### src/rtl/regfile_writeback.sv
// regfile_writeback: in-order write-back queue owning the register-file write port.
// Two producers (A: single-cycle path with priority, B: multi-cycle unit) push
// into a small FIFO that drains one entry per cycle onto rf_we/rf_addr/rf_data.
// Pending-write lookup for two source addresses lets decode stall or bypass.
// Optional feature macro: WB_BYPASS_EN builds q_data0/q_data1 and the
// youngest-match data mux.
module regfile_writeback #(
    parameter int unsigned DEPTH = 4,
    parameter int unsigned W     = 32
) (
    input  logic                         clk,
    input  logic                         rst,
    input  logic                         a_valid,
    input  logic [4:0]                   a_addr,
    input  logic [W-1:0]                 a_data,
    output logic                         a_ready,
    input  logic                         b_valid,
    input  logic [4:0]                   b_addr,
    input  logic [W-1:0]                 b_data,
    output logic                         b_ready,
    output logic                         rf_we,
    output logic [4:0]                   rf_addr,
    output logic [W-1:0]                 rf_data,
    input  logic [4:0]                   q_addr0,
    input  logic [4:0]                   q_addr1,
    output logic                         q_pend0,
    output logic                         q_pend1,
`ifdef WB_BYPASS_EN
    output logic [W-1:0]                 q_data0,
    output logic [W-1:0]                 q_data1,
`endif
    output logic [$clog2(DEPTH):0]       count
);

    localparam int unsigned PW = $clog2(DEPTH);
    localparam int unsigned CW = PW + 1;

    logic [4:0]    fifo_addr [DEPTH];
    logic [W-1:0]  fifo_data [DEPTH];
    logic [PW-1:0] wr_ptr;
    logic [PW-1:0] rd_ptr;
    logic [PW-1:0] b_slot;
    logic          push_a;
    logic          push_b;
    logic          pop;

    // Ready is judged on the registered count only; a same-cycle drain is not credited.
    assign a_ready = count < CW'(DEPTH);
    assign b_ready = (count + CW'(a_valid && (a_addr != 5'd0))) < CW'(DEPTH);

    // Writes to r0 handshake normally but never enter the queue.
    assign push_a = a_valid && a_ready && (a_addr != 5'd0);
    assign push_b = b_valid && b_ready && (b_addr != 5'd0);
    assign pop    = (count != '0);
    assign b_slot = wr_ptr + PW'(push_a);

    // Queue storage: A lands at the tail, B behind it when both push together.
    always_ff @(posedge clk) begin
        if (push_a) begin
            fifo_addr[wr_ptr] <= a_addr;
            fifo_data[wr_ptr] <= a_data;
        end
        if (push_b) begin
            fifo_addr[b_slot] <= b_addr;
            fifo_data[b_slot] <= b_data;
        end
    end

    // Pointers, occupancy and the registered register-file drive stage.
    always_ff @(posedge clk or posedge rst) begin
        if (rst) begin
            wr_ptr  <= '0;
            rd_ptr  <= '0;
            count   <= '0;
            rf_we   <= 1'b0;
            rf_addr <= '0;
            rf_data <= '0;
        end else begin
            wr_ptr <= wr_ptr + PW'(push_a) + PW'(push_b);
            rd_ptr <= rd_ptr + PW'(pop);
            count  <= count + CW'(push_a) + CW'(push_b) - CW'(pop);
            rf_we  <= pop;
            if (pop) begin
                rf_addr <= fifo_addr[rd_ptr];
                rf_data <= fifo_data[rd_ptr];
            end
        end
    end

    logic [4:0]   q_addr [2];
    logic [1:0]   pend;
`ifdef WB_BYPASS_EN
    logic [W-1:0] qdata [2];
`endif

    assign q_addr[0] = q_addr0;
    assign q_addr[1] = q_addr1;

    // Lookup: rf stage is oldest, then FIFO head to tail, so the last match is the youngest.
    always_comb begin
        for (int p = 0; p < 2; p++) begin
            pend[p] = 1'b0;
`ifdef WB_BYPASS_EN
            qdata[p] = '0;
`endif
            if (q_addr[p] != 5'd0) begin
                if (rf_we && (rf_addr == q_addr[p])) begin
                    pend[p] = 1'b1;
`ifdef WB_BYPASS_EN
                    qdata[p] = rf_data;
`endif
                end
                for (int i = 0; i < int'(DEPTH); i++) begin
                    if ((CW'(i) < count) && (fifo_addr[rd_ptr + PW'(i)] == q_addr[p])) begin
                        pend[p] = 1'b1;
`ifdef WB_BYPASS_EN
                        qdata[p] = fifo_data[rd_ptr + PW'(i)];
`endif
                    end
                end
            end
        end
    end

    assign q_pend0 = pend[0];
    assign q_pend1 = pend[1];
`ifdef WB_BYPASS_EN
    assign q_data0 = qdata[0];
    assign q_data1 = qdata[1];
`endif

endmodule

### config.mk
export PLATFORM = sky130hd
export DESIGN_NAME = regfile_writeback
export DESIGN_NICKNAME = d
export VERILOG_FILES = /design/src/rtl/regfile_writeback.sv
export SDC_FILE = /design/constraint.sdc
export NUM_CORES = 1
export LEC_CHECK = 0
export BUFFER_PORTS_ARGS = -buffer_cell sky130_fd_sc_hd__buf_2
export CORE_ASPECT_RATIO = 0.8
export CORE_MARGIN = 8
export CORE_UTILIZATION = 59
export CTS_CLUSTER_DIAMETER = 80
export CTS_CLUSTER_SIZE = 25
export DETAILED_ROUTE_END_ITERATION = 6
export GPL_TIMING_DRIVEN = 0
export PLACE_DENSITY = 0.81
export SLEW_MARGIN = 20
export SYNTH_ARGS = -nofsm -noshare
export SYNTH_HDL_FRONTEND = slang
export SYNTH_SLANG_ARGS = --single-unit
### constraint.sdc
create_clock -name clk -period 3.6 [get_ports clk]
set_input_delay 0.54 -clock clk [delete_from_list [all_inputs] [get_ports clk]]
set_output_delay 0.54 -clock clk [all_outputs]
set_load 0.03 [all_outputs]
==> flow_summary.ini <==
[run_status]
status = complete, no violations

[hold_path]
hold_class = primary input to asynchronous set/reset pin

[placement]
place_congestion = 0.923
post-dp-hpwl_um = 16400
io_buffers = 123

[timing]
relSlewSlack_pct = 41.5
finalMaxSlewViolations = 0
max_freq_mhz = 289
finalCritPeriodShare_pct = 96.3
holdWs_ns = 0.205
finalClockSkew_ns = 0.00573
rsz0062_at_grt = no
finalSetupViolCount = 0
finalSetupTns_ns = 0
tightest_slew_ns = 0.877
hold_viol = 0
min_period_ns = 3.47

[power_and_ir_drop]
irDropWorstVdd_uv = 507
p_sw_mw = 3.92
p_clk_share_pct = 17.8
intPower_mw = 6.72
power_mw = 10.6
seq_power_share_pct = 35.3
leakagePower_nw = 4.48
switching_share_pct = 36.9
power_frac_comb_pct = 46.9
powerDensity_nw_per_um2 = 894

[detailed_routing]
routed-via-count = 5976
drtAntennaViolNets = 0
routed_wl_um = 24200
routedWlPerCell_um = 24.7
drc = 0
drt_iter0_markers = 462
via_per_inst = 6.08
first_pass_iters = 5

[synth]
synth_cell_types = 35
ys_warn_count = 0
synthesis.area_um2 = 10400
syn_avg_cell_area_um2 = 17.2
synth-main-ff-cell = edfxtp_1
async_flop_share_pct = 23.3
synth_nets = 698
synth-seq-cells = 193
synthCells = 602
synth-seq-area-share_pct = 53.8
synth_edf_count = 148

[cts]
root_buffer = clkbuf_16
clk_pin_slew_worst_paths_ns = 0.07
cts_max_path_buffers = 2
cts_buffers = 17
cts.sinks = 193
cts_tree = done
postCtsHoldBufs = 0
cts_max_level = 4
insertion_delay_ns = 0.45

[setup_path]
critPathRequiredTime_ns = 3.06
path_class = flip-flop to primary output
crit_fanout = 10
worstSetupEndpointType = primary output
arrival_ns = 2.93
reg2regPathDepth = 8
start_kind = flip-flop

[floorplanning]
initial_core_util_pct = 60.0
rows = 43
coreArea_um2 = 17300
fp.dieH_um = 135
dieArea_um2 = 22100
num_io_pins = 133
die_width_um = 164

[grt]
grtUsageTotal_pct = 22.5
antenna_found_initial = 5
grt_max_degree = 46
grt_first_pass_wirelength_um = 37000
grt_pass1_vias = 6506
overflow = 0

[layout]
syn2layout_area_growth_pct = 14.9
drive_above_1_share_pct = 56.0
fin_util_pct = 68.9
fin_nets = 840

[run]
cap_violations = 0
-- placed cells by master, fill, tap and decap left out, types with 2 or more instances in the layout --
cell type   count
mux2i_1        12
clkbuf_2        2
dfrtp_1        45
buf_2         131
buf_6          13
bufinv_16       2
clkinvlp_4      5
xnor2_1        29
buf_1           2
a31o_4          4
edfxtp_1      148
clkinv_4        3
clkbuf_1       13
clkbuf_4        2
fa_1            2
ha_1            6
nor3_2          4
a21oi_1         5
nand3_1         6
inv_1          13
mux2_2        109
nand4_1         4
clkinv_2        2
clkbuf_16      17
mux4_2         47
or4_1           3
nand2_1         2
mux2_4         76
xor2_1         27
nor4_1          6
clkbuf_8        2
-- worst paths after layout --
check                                             from                    endpoint  slack (ns)
worst max-delay path               rd_ptr[1]$_DFF_PP0_                     q_pend0        0.13
worst max register to register      count[2]$_DFF_PP0_          count[1]$_DFF_PP0_        0.22
worst min register to register  rf_data[3]$_DFFE_PP0N_      rf_data[3]$_DFFE_PP0N_        0.50
min in group clk                            a_data[21]  fifo_data[1][21]$_DFFE_PP_        0.43
worst min-delay path                               rst      rf_data[5]$_DFFE_PP0N_        0.21
max in group asynchronous                          rst     rf_data[23]$_DFFE_PP0N_        2.93
-- cell type report --
type                            count  area, µm²
Buffer                             41        275
Fill cell                        1135       5360
Clock inverter                     13        138
Sequential cell                   193       5570
Multi-Input combinational cell    354       4520
Clock buffer                       19        453
Tap cell                          225        282
Inverter                           14       55.1
Timing Repair Buffer              123        616
Antenna cell                        1       2.50
-- synth_stat cells, types with 2 or more instances --
| cell type | instances | area share [%] |
|---|---|---|
| edfxtp_1 | 148 | 43 |
| mux2_2 | 109 | 12 |
| mux2_4 | 76 | 11 |
| mux4_2 | 47 | 10 |
| dfrtp_1 | 45 | 11 |
| xnor2_1 | 29 | 2.5 |
| xor2_1 | 27 | 2.3 |
| clkbuf_1 | 15 | 0.54 |
| inv_1 | 14 | 0.51 |
| buf_2 | 12 | 0.58 |
| buf_6 | 12 | 1.3 |
| mux2i_1 | 12 | 1.2 |
| ha_1 | 6 | 0.72 |
| nand3_1 | 6 | 0.29 |
| nor4_1 | 6 | 0.36 |
| a21oi_1 | 5 | 0.24 |
| a31o_2 | 4 | 0.34 |
| nand4_1 | 4 | 0.24 |
| nor3_2 | 4 | 0.39 |
| or4_1 | 3 | 0.22 |
| buf_1 | 2 | 0.072 |
| fa_1 | 2 | 0.39 |
| nand2_1 | 2 | 0.072 |
-- layer usage --
| metal | share of wire (%) | GRT usage [%] |
|---|---|---|
| met3 | 6.9 | 6.42 |
| met5 | 0.14 | 0 |
| met1 | 39 | 26.6 |
| met4 | 1.6 | 7.66 |
| met2 | 52 | 38.7 |
-- critical path, stage by stage, from the launching register on --
cell and delay (ns):
dfrtp_1 0.33, buf_2 0.29, clkbuf_4 0.30, mux4_2 0.38, xor2_1 0.16, nor4_1 0.35
nand3_1 0.12, o311ai_0 0.15, o22a_1 0.20, buf_2 0.19
-- sequential cells by signal (all words and copies together) (netlist names) --
signal and count:
rd_ptr 2, fifo_data 128, fifo_addr 20, rf_data 32, count 3, rf_addr 5
rf_we 1, wr_ptr 2
-- repair_timing --
action	4_1_cts	5_1_grt
setup buffers	0	0
endpoints found under the setup margin	2	4
pin swaps	0	0
hold endpoints to repair	0	0
gates resized for setup	2	7
-- metrics by stage --
stage | instances | area (µm²) | setup WS, ns
after floorplan | 602 | 10400 | 0.113
after global routing | 983 | 11900 | 0.0133
after detailed placement | 950 | 11300 | -0.136
after global placement | 950 | 11300 | -0.441
final | 983 | 11900 | 0.135
after CTS | 982 | 11900 | 0.0177
-- power by group through the flow --
stage / sequential [mW] / clock, mW / combinational [mW]
floorplan: 4.15 / 0 / 3.27
global placement: 3.74 / 0 / 4.83
detailed placement: 3.79 / 0 / 4.99
CTS: 3.76 / 1.90 / 5.02
global route: 3.83 / 1.98 / 5.31
finish: 3.76 / 1.89 / 4.99
-- cells by family (layout without fill, tap and decap cells) --
kind of cell | after synthesis | in the layout | share of synthesized area, %
muxes | 244 | 244 | 34.2
AOI/OAI and AO/OA | 18 | 18 | 1.40
buffers and inverters | 55 | 210 | 3.01
other | 0 | 1 | 0
and+or+nand+nor | 28 | 28 | 1.76
DFF | 193 | 193 | 53.8
adders and majority gates | 8 | 8 | 1.11
xor gates and xnor gates | 56 | 56 | 4.73
(Power assumes the default switching activity.)
